`src/rtl/garduino_sys_v1_sys_cpu_v2_oci_trace_monitor.sv`:
```
// OCI trace monitor: captures DCT entries into a FIFO, tracks the test end
// handshake and drains the captured entries to the debug readout port.
module garduino_sys_v1_sys_cpu_v2_oci_trace_monitor #(
    parameter int DCT_WIDTH   = 30,
    parameter int COUNT_WIDTH = 4,
    parameter int DEPTH       = 16,
    parameter int WRAP_MODE   = 0
) (
    input  logic                               clk,
    input  logic                               reset_n,
    input  logic                               clear,
    input  logic                               dct_valid,
    input  logic [DCT_WIDTH-1:0]               dct_buffer,
    input  logic [COUNT_WIDTH-1:0]             dct_count,
    input  logic                               test_ending,
    input  logic                               test_has_ended,
    input  logic                               rd_req,
    output logic [DCT_WIDTH+COUNT_WIDTH-1:0]   rd_data,
    output logic                               rd_valid,
    output logic [$clog2(DEPTH):0]             level,
    output logic                               overflow,
    output logic [15:0]                        drop_count,
    output logic [15:0]                        beat_sum,
    output logic [1:0]                         state,
    output logic                               done
);
    localparam int AW = $clog2(DEPTH);
    localparam int LW = AW + 1;
    localparam int EW = DCT_WIDTH + COUNT_WIDTH;

    typedef enum logic [1:0] {
        ST_CAPTURE = 2'd0,
        ST_ENDING  = 2'd1,
        ST_DRAIN   = 2'd2,
        ST_DONE    = 2'd3
    } state_t;

    logic [EW-1:0] mem [DEPTH];

    logic [AW-1:0] wr_ptr_q, wr_ptr_d, rd_ptr_q, rd_ptr_d;
    logic [LW-1:0] level_q, level_d;
    logic [EW-1:0] rd_data_q, rd_data_d;
    logic          rd_valid_q, rd_valid_d;
    logic          overflow_q, overflow_d;
    logic [15:0]   drop_q, drop_d, beat_q, beat_d;
    state_t        state_q, state_d;
    logic          pend_q, pend_d;

    logic full, empty, wr_req, rd_en, wr_drop, wr_store, pop;

    always_comb begin
        full     = (level_q == LW'(DEPTH));
        empty    = (level_q == '0);
        wr_req   = !clear && (state_q == ST_CAPTURE) && dct_valid && (dct_count != '0);
        rd_en    = !clear && rd_req && !empty;
        wr_drop  = wr_req && full && !rd_en;
        // In overwrite mode a full-FIFO write still stores; the oldest entry is popped instead.
        wr_store = wr_req && !(wr_drop && (WRAP_MODE == 0));
        pop      = rd_en || (wr_drop && (WRAP_MODE != 0));

        wr_ptr_d   = wr_ptr_q;
        rd_ptr_d   = rd_ptr_q;
        level_d    = level_q;
        rd_data_d  = rd_data_q;
        rd_valid_d = 1'b0;
        overflow_d = overflow_q;
        drop_d     = drop_q;
        beat_d     = beat_q;
        state_d    = state_q;
        pend_d     = pend_q;

        if (clear) begin
            wr_ptr_d   = '0;
            rd_ptr_d   = '0;
            level_d    = '0;
            overflow_d = 1'b0;
            drop_d     = '0;
            beat_d     = '0;
            state_d    = ST_CAPTURE;
            pend_d     = 1'b0;
        end else begin
            rd_valid_d = rd_en;
            if (rd_en) begin
                rd_data_d = mem[rd_ptr_q];
            end
            if (wr_store) begin
                wr_ptr_d = wr_ptr_q + 1'b1;
                beat_d   = beat_q + 16'(dct_count);
            end
            if (pop) begin
                rd_ptr_d = rd_ptr_q + 1'b1;
            end
            if (wr_store && !pop) begin
                level_d = level_q + 1'b1;
            end else if (pop && !wr_store) begin
                level_d = level_q - 1'b1;
            end
            if (wr_drop) begin
                overflow_d = 1'b1;
                if (drop_q != 16'hFFFF) begin
                    drop_d = drop_q + 16'd1;
                end
            end

            unique case (state_q)
                ST_CAPTURE: begin
                    // test_has_ended alone implies test_ending; remember it so ENDING moves on unprompted.
                    if (test_ending || test_has_ended) begin
                        state_d = ST_ENDING;
                        pend_d  = test_has_ended;
                    end
                end
                ST_ENDING: begin
                    if (test_has_ended || pend_q) begin
                        state_d = ST_DRAIN;
                    end
                end
                ST_DRAIN: begin
                    if (empty) begin
                        state_d = ST_DONE;
                    end
                end
                default: state_d = ST_DONE;
            endcase
        end
    end

    always_ff @(posedge clk) begin
        if (wr_store) begin
            mem[wr_ptr_q] <= {dct_count, dct_buffer};
        end
    end

    always_ff @(posedge clk or negedge reset_n) begin
        if (!reset_n) begin
            wr_ptr_q   <= '0;
            rd_ptr_q   <= '0;
            level_q    <= '0;
            rd_data_q  <= '0;
            rd_valid_q <= 1'b0;
            overflow_q <= 1'b0;
            drop_q     <= '0;
            beat_q     <= '0;
            state_q    <= ST_CAPTURE;
            pend_q     <= 1'b0;
        end else begin
            wr_ptr_q   <= wr_ptr_d;
            rd_ptr_q   <= rd_ptr_d;
            level_q    <= level_d;
            rd_data_q  <= rd_data_d;
            rd_valid_q <= rd_valid_d;
            overflow_q <= overflow_d;
            drop_q     <= drop_d;
            beat_q     <= beat_d;
            state_q    <= state_d;
            pend_q     <= pend_d;
        end
    end

    assign rd_data    = rd_data_q;
    assign rd_valid   = rd_valid_q;
    assign level      = level_q;
    assign overflow   = overflow_q;
    assign drop_count = drop_q;
    assign beat_sum   = beat_q;
    assign state      = state_q;
    assign done       = (state_q == ST_DONE);
endmodule
```
`config.mk`:
```
export PLATFORM = sky130hd
export DESIGN_NAME = garduino_sys_v1_sys_cpu_v2_oci_trace_monitor
export DESIGN_NICKNAME = d
export VERILOG_FILES = /design/src/rtl/garduino_sys_v1_sys_cpu_v2_oci_trace_monitor.sv
export SDC_FILE = /design/constraint.sdc
export NUM_CORES = 1
export LEC_CHECK = 0
export BUFFER_PORTS_ARGS = -buffer_cell sky130_fd_sc_hd__clkbuf_2
export CORE_ASPECT_RATIO = 0.7
export CORE_MARGIN = 3
export CORE_UTILIZATION = 61
export DETAILED_ROUTE_END_ITERATION = 6
export PLACE_DENSITY = 0.79
export SETUP_SLACK_MARGIN = 0.05
export SYNTH_ARGS = -nofsm -noshare
export SYNTH_HDL_FRONTEND = slang
export SYNTH_SLANG_ARGS = --single-unit
```
`constraint.sdc`:
```
create_clock -name clk -period 3.85 [get_ports clk]
set_input_delay 0.385 -clock clk [delete_from_list [all_inputs] [get_ports clk]]
set_output_delay 0.385 -clock clk [all_outputs]
set_load 0.05 [all_outputs]
```
==> results.md, run 1 <==
* Largest stage delay, worst path at 0.60 ns
* Detail Placement HPWL at 27.5 mm
* Crit-path max FO at 6
* Clock slew at reported path FFs at 0.06 ns
* Synth Area in Adders at 0.875%
* Fmax at 0.315 GHz
* Max rail drop VDD at 0.462 mV
* CTS tree: yes
* Clk Latency, worst-skew pair at 0.59 ns
* CP cell instances: or4_4 > o21ai_2 > nand3_1 > fa_1 > a21o_1 > a21oi_1 > xor2_1 > nor4_1 > a221o_1
* Post-synthesis compound-gate area fraction at 3.15%
* Gate Count Post-Synth at 1,195
* YS warnings at 0
* Crit Path Class: flop to flop
* WHS Path Cells at 3
* Max Slew Vio Count at 0
* Pwr/cell area at 616 nW/um^2
* DRC Markers at 0
* Initial antenna violation count at 0
* Max Cap Viol at 0
* Slowest stage cell, crit path: or4_4
* Routed WL per cell at 26.1 microns
* Final Critical Period at 3.18 ns
* CORE AREA at 39,100 sq um
* Die H at 174 microns
* Post-CTS Setup Bufs at 0
* CP Launch Type: flop
* Mux share of post-synthesis cell area at 15.3%
* # nets final at 1,390
* Worst path arrival time at 3.64 ns
* P_sw at 0.00472 W
* Reg power frac at 46.8%
* Routed Antenna Nets at 0
* Number of distinct library cells after synthesis at 49
* Post-synthesis simple-gate area fraction at 3.13%
* Post-Syn Area at 24,600 sq um
* CP endpoint kind: flop
* Number of vias per cell at 6.29
* Area delta synth->final at 12.6%
* Rel. slew slack at 20.6%
* Seq cells post-synth at 628
* Vias in the first global route at 12,694
* P_leak at 9.07 nW
* Synth Area per Inst at 20.6 sq um
* Clock sinks at 628
* Sw Share at 27.6%
* Clock Skews at 0.0145 ns
* RSZ-0062 raised after global routing: no
* Hold WC Path Type: input pin to flop
* Drt initial violations at 1,126
* Largest net degree at the start of global routing at 68
* Post-Syn Nets at 1,252
* Die area at 42,800 sq um
* Xor-xnor portion of the synthesized cell area at 1.32%
* Outcome: finished, final reports clean
* Chip width at 246 microns
* First-pass GRT wire length at 77.6 mm
* R2R depth at 9
* Clk buf depth at 3
* Largest family of logic cells by synthesized area: multiplexers
* IO buf count at 116
* Total wire length at 49.8 mm
* Hold Violations, Final at 0
* # setup viols final at 0
* Drt pass-1 iters at 5
* Crit path required time at 4.31 ns
* Resized cells post-CTS at 0
* Comb pwr share at 20.0%
* Tot Pwr at 0.0171 W
* Grt ovf at 0
* Gr usage total at 24.1%
* Clock share of power at 33.2%
* Final period utilization at 82.6%
* H-tree depth at 2
* Share of layout cells above drive strength 1 at 29.0%
* # IOs at 117
* Internal at 0.0123 W
* GP Congestion at 0.777
* Setup_tns at 0 ns
* Worst-Margin Slew at 1.19 ns
* # diodes at 0
* Sequential fraction of the synthesis area at 75.0%
* Rows at 60
* Root buf cell: clkbuf_16
* CTS Buf Count at 56
* Starting Density at 62.9%
* Vias after detailed routing at 12,000
-- synthesized netlist by cell type, drive strengths merged --
cell type	instances	area, sq um
a2111oi	1	27.5
a21bo	1	10.0
a21o	3	22.5
a21oi	8	40.0
a221o	1	10.0
a22oi	35	313
a31oi	1	12.5
and2	20	125
and3	6	37.5
and4	6	52.6
buf	37	196
clkbuf	23	86.3
dfrtp	84	2100
edfxtp	544	16300
fa	2	40.0
ha	14	175
inv	6	22.5
mux2	1	11.3
mux2i	69	691
mux4	136	3060
nand2	25	93.8
nand2b	2	12.5
nand3	12	60.1
nand3b	4	30.0
nand4	12	75.1
nor2	42	158
nor2b	3	18.8
nor3	3	15.0
nor3b	1	7.51
nor4	2	18.8
nor4b	2	30.0
nor4bb	1	10.0
o21a	34	255
o21ai	10	53.8
o311ai	1	8.76
o31ai	3	22.5
or3	1	6.26
or4	2	18.8
xnor2	7	61.3
xor2	30	263
-- worst max-delay path: cells and delay by family, from the launching register on --
kind,cells,cell delay [ns]
AND/OR/NAND/NOR,3,0.98
flip-flops,1,0.46
XOR/XNOR,1,0.20
adder cells (fa/ha/maj),1,0.51
AO/OA/AOI/OAI,4,0.90
-- layout by cell type (no fill, tap or decap), types with 8 or more instances in the layout --
cell type  Yosys  layout
clkbuf_2       0     115
dfrtp_1       84      81
and2_2         0      13
clkinv_2       0      12
o21a_1        34      34
edfxtp_1     544     544
mux4_2       136     136
a22oi_2       10      10
clkbuf_16      0      57
clkinv_1       0      13
ha_1          14      14
xor2_1        30      30
a22oi_1       25      25
buf_4          1      20
mux2i_1       69      69
nor2_1        42      41
nand3_1       12      12
nand4_1       12      12
nand2_1       25      25
a21oi_1        8       8
bufinv_16      0       8
-- stage by stage --
step	hold WS (ns)	area [sq um]	util (%)	std cells	setup slack, ns
2_1_floorplan	0.0894	24600	-	1195	0.817
3_3_place_gp	0.473	25800	66.0	1801	0.808
3_5_place_dp	0.480	25800	66.0	1801	0.646
4_1_cts	0.0804	27700	70.8	1908	0.697
5_1_grt	0.105	27700	70.8	1908	0.474
6_report	0.112	27700	70.8	1908	0.672
-- final timing paths --
kind / endpoint / slack (ns) / startpoint
worst max-delay path: level[4] / 0.67 / level[1]
worst min-delay path: pend_q / 0.11 / test_has_ended
worst max register to register: level[4] / 0.67 / level[1]
worst min register to register: rd_data[2] / 0.49 / rd_data[2]
max in group asynchronous: rd_data[12] / 2.48 / reset_n
min in group asynchronous: beat_sum[11] / 0.51 / reset_n
-- sequential cells by signal, summed over array words and instances, names as in the netlist, 2 cells and up --
name        count
drop_count     16
mem           544
wr_ptr_q        4
state           2
rd_data        34
rd_ptr_q        4
beat_sum       16
level           5
-- logic make-up after synthesis --
kind of cell / count (synthesis)
AOI/OAI and AO/OA: 98
and+or+nand+nor: 144
buffers and inverters: 66
xor gates and xnor gates: 37
muxes: 206
adders and majority gates: 16
DFF: 628
-- layer usage --
| layer | routed length, microns | track usage [%] |
|---|---|---|
| met2 | 24000 | 37.3 |
| met3 | 3700 | 5.01 |
| met1 | 21400 | 36.4 |
| met4 | 722 | 5.24 |
| met5 | 0 | 0 |
-- layout make-up --
type,count,area (sq um)
clock buffers,64,1450
well taps,527,659
fillers,2258,11400
multi-input cells,501,5880
inverters,6,22.5
flip-flops and latches,628,18400
repair buffers,140,816
clock inverters,42,420
-- repair_timing --
| action | 4_1_cts | 5_1_grt |
|---|---|---|
| hold buffers | 1 | 0 |
| endpoints found under the setup margin | 0 | 0 |
| endpoints found under the hold margin | 46 | 0 |
-- power groups by stage --
stage                     Sequential, W  Clock [W]  Combinational (W)
after floorplan                 0.00867          0            0.00199
after global placement          0.00812          0            0.00337
after detailed placement        0.00814          0            0.00342
after CTS                       0.00800    0.00575            0.00345
after global routing            0.00803    0.00603            0.00366
final                           0.00799    0.00566            0.00341
Note: power is estimated with default switching activity, not from simulation.
==> run 2: changes to the inputs <==
Clock period 3.85 ns to 3 ns, I/O delays scaled along.
==> run 2 against run 1 <==
- maximum frequency increased by 14%
- sequential cell count unchanged
- count of clock-buffer cells in the layout up 18
- cell area is 0.96% higher
- core utilization up 0.68 points
- via count increased by 2.2%
==> results.md, run 2 (synthesis results as in run 1) <==
* Outcome: finished, final reports clean (unchanged)
* Commonest non-fill, non-tap cell in the layout: edfxtp_1 (unchanged)
* Clock slew at reported path FFs at 0.06 ns (about the same)
* Clk buf depth at 3 (unchanged)
* Final period utilization at 92.7% (was 82.6%)
* GR Layer Usage met3 at 3.79% (was 5.01%)
* Die area at 42,800 sq um (unchanged)
* Max rail drop VDD at 0.576 mV (was 0.462 mV)
* Hold Violations, Final at 0 (unchanged)
* Root buf cell: clkbuf_16 (unchanged)
* Crit path required time at 3.26 ns (was 4.31 ns)
* Top delay family on crit path: simple AND/OR/NAND/NOR gates (unchanged)
* Rows at 60 (unchanged)
* Pre-CTS WS at 0.0601 ns (was 0.646 ns)
* Cell count along the critical path at 7 (was 9)
* Clock Skews at 0.0103 ns (was 0.0145 ns)
* Final WS setup at 0.218 ns (was 0.672 ns)
* Largest register FFs at 544 (unchanged)
* CP Buf/Inv Count at 1 (was 0)
* # IOs at 117 (unchanged)
* Hold WC Path Type: input pin to flop (unchanged)
* Final Util at 71.5% (was 70.8%)
* R2R setup slack at 0.22 ns (was 0.67 ns)
* Largest net degree at the start of global routing at 65 (was 68)
* Drt initial violations at 1,489 (was 1,126)
* Largest stage delay, worst path at 0.50 ns (was 0.60 ns)
* IO buf count at 116 (unchanged)
* Biggest register: mem (unchanged)
* Routed WL per cell at 26.9 microns (was 26.1 microns)
* H-tree depth at 2 (unchanged)
* # diodes at 0 (unchanged)
* Most frequent CP cell: nor2_1
* Worst path arrival time at 3.04 ns (was 3.64 ns)
* Chip width at 246 microns (unchanged)
* Final Critical Period at 2.78 ns (was 3.18 ns)
* # setup viols final at 0 (unchanged)
* Share of layout cells above drive strength 1 at 30.1% (was 29.0%)
* Setup_tns at 0 ns (unchanged)
* Vias after detailed routing at 12,263 (was 12,000)
* GR peak layer: met2 (unchanged)
* GR Layer Usage met1 at 37.3% (was 36.4%)
* Clk Latency, worst-skew pair at 0.58 ns (was 0.59 ns)
* Clock sinks at 628 (unchanged)
* CP Launch Type: flop (unchanged)
* Drt pass-1 iters at 5 (unchanged)
* Area delta synth->final at 13.7% (was 12.6%)
* FILL cells at 2,252 (was 2,258)
* P_leak at 9.18 nW (was 9.07 nW)
* CORE AREA at 39,100 sq um (unchanged)
* Rel. slew slack at 22.4% (was 20.6%)
* Pwr/cell area at 770 nW/um^2 (was 616 nW/um^2)
* Worst-Margin Slew at 1.16 ns (was 1.19 ns)
* Vias in the first global route at 12,604 (was 12,694)
* Gr usage total at 25.0% (was 24.1%)
* Crit-path max FO at 28 (was 6)
* WHS Path Cells at 4 (was 3)
* CP endpoint kind: flop (unchanged)
* CP cell instances: nor2b_1 > and2_1 > nor2_1 > nand2_1 > nor2_1 > and2_2 > buf_12 (was or4_4 > o21ai_2 > nand3_1 > fa_1 > a21o_1 > a21oi_1 > xor2_1 > nor4_1 > a221o_1)
* Detail Placement HPWL at 28.7 mm (was 27.5 mm)
* Met2 Track Usage GR at 39.2% (was 37.3%)
* CTS Buf Count at 55 (was 56)
* Post-CTS Setup Bufs at 0 (unchanged)
* Grt ovf at 0 (unchanged)
* Max Cap Viol at 0 (unchanged)
* Most frequent cells in the layout: 544 x edfxtp_1, 136 x mux4_2, 115 x clkbuf_2 (unchanged)
* Max Slew Vio Count at 0 (unchanged)
* Routed Antenna Nets at 0 (unchanged)
* Slowest stage cell, crit path: dfrtp_1 (was or4_4)
* Register Area at 18,500 sq um (was 18,400 sq um)
* RSZ-0062 raised after global routing: no (unchanged)
* DRC Markers at 0 (unchanged)
* Total wire length at 51.9 mm (was 49.8 mm)
* # nets final at 1,417 (was 1,390)
* Placed cell area at 26,200 sq um (was 25,800 sq um)
* Number of vias per cell at 6.34 (was 6.29)
* Crit Path Class: flop to flop (unchanged)
* GP Congestion at 0.760 (was 0.777)
* Cell area after layout at 28,000 sq um (was 27,700 sq um)
* Starting Density at 62.9% (unchanged)
* Initial antenna violation count at 0 (unchanged)
* Die H at 174 microns (unchanged)
* R2R depth at 7 (was 9)
* Fmax at 0.359 GHz (was 0.315 GHz)
* First-pass GRT wire length at 79.4 mm (was 77.6 mm)
* Area of the multi-input gates at 5900 sq um (was 5880 sq um)
* CTS tree: yes (unchanged)
run 2: changes by cell type in the layout (fill, tap and decap cells not counted), moves of 2 or more:
cell        previous run  this run
clkinvlp_4             5         1
dfrtp_2                0         3
clkbuf_16             57        55
clkbuf_8               0         4
buf_12                 4        17
buf_4                 20        34
bufinv_16              8         4
dfrtp_1               81        78
clkinv_2              12         8
clkbuf_1               7        23
clkinv_1              13         3
run 2: worst register-to-register path: stages (launching register included):
cell     delay [ns]
dfrtp_1        0.50
nor2b_1        0.23
and2_1         0.20
nor2_1         0.47
nand2_1        0.11
nor2_1         0.24
and2_2         0.38
buf_12         0.29
run 2: worst paths after layout:
kind,from,to
max,level[4],mem[6][11]
min,test_ending,pend_q
max reg2reg,level[4],mem[6][11]
min reg2reg,rd_data[20],rd_data[20]
max in group asynchronous,reset_n,rd_data[15]
min in group asynchronous,reset_n,drop_count[2]
run 2: report_power, final:
group | internal, W | leakage [nW] | switching (W) | total, W
Sequential | 0.00983 | 5.94 | 0.000303 | 0.0101
Clock | 0.00385 | 0.844 | 0.00301 | 0.00687
Combinational | 0.00188 | 2.39 | 0.00265 | 0.00453
run 2: cell type report:
type / count / share of cell area (%)
sequential: 628 / 66.0
multi-input combinational: 501 / 21.1
clock buffer: 82 / 5.43
timing repair buffer: 168 / 4.26
tap: 527 / 2.36
clock inverter: 21 / 0.783
inverter: 6 / 0.0805
run 2: routing by layer:
metal  routed length, microns  part of all wire [%]  vias up
met1                    21600                    42     6462
li1                         -                     -     5207
met5                        0                     0        -
met4                     1250                   2.4        0
met2                    25400                    49      510
met3                     3710                   7.1       84
run 2: timing repair:
| action | 4_1_cts | 5_1_grt |
|---|---|---|
| endpoints found under the setup margin | 1 | 1 |
| hold buffers | 2 | 0 |
| endpoints found under the hold margin | 63 | 0 |
| resized for setup | 1 | 3 |
run 2: metrics by stage:
| stage | hold WS, ns | cells | power [W] |
|---|---|---|---|
| after floorplan | 0.00441 | 1195 | 0.0137 |
| after global placement | 0.472 | 1828 | 0.0147 |
| after detailed placement | 0.479 | 1828 | 0.0148 |
| after CTS | 0.0131 | 1933 | 0.0217 |
| after global routing | 0.0678 | 1933 | 0.0223 |
| final | 0.0359 | 1933 | 0.0215 |
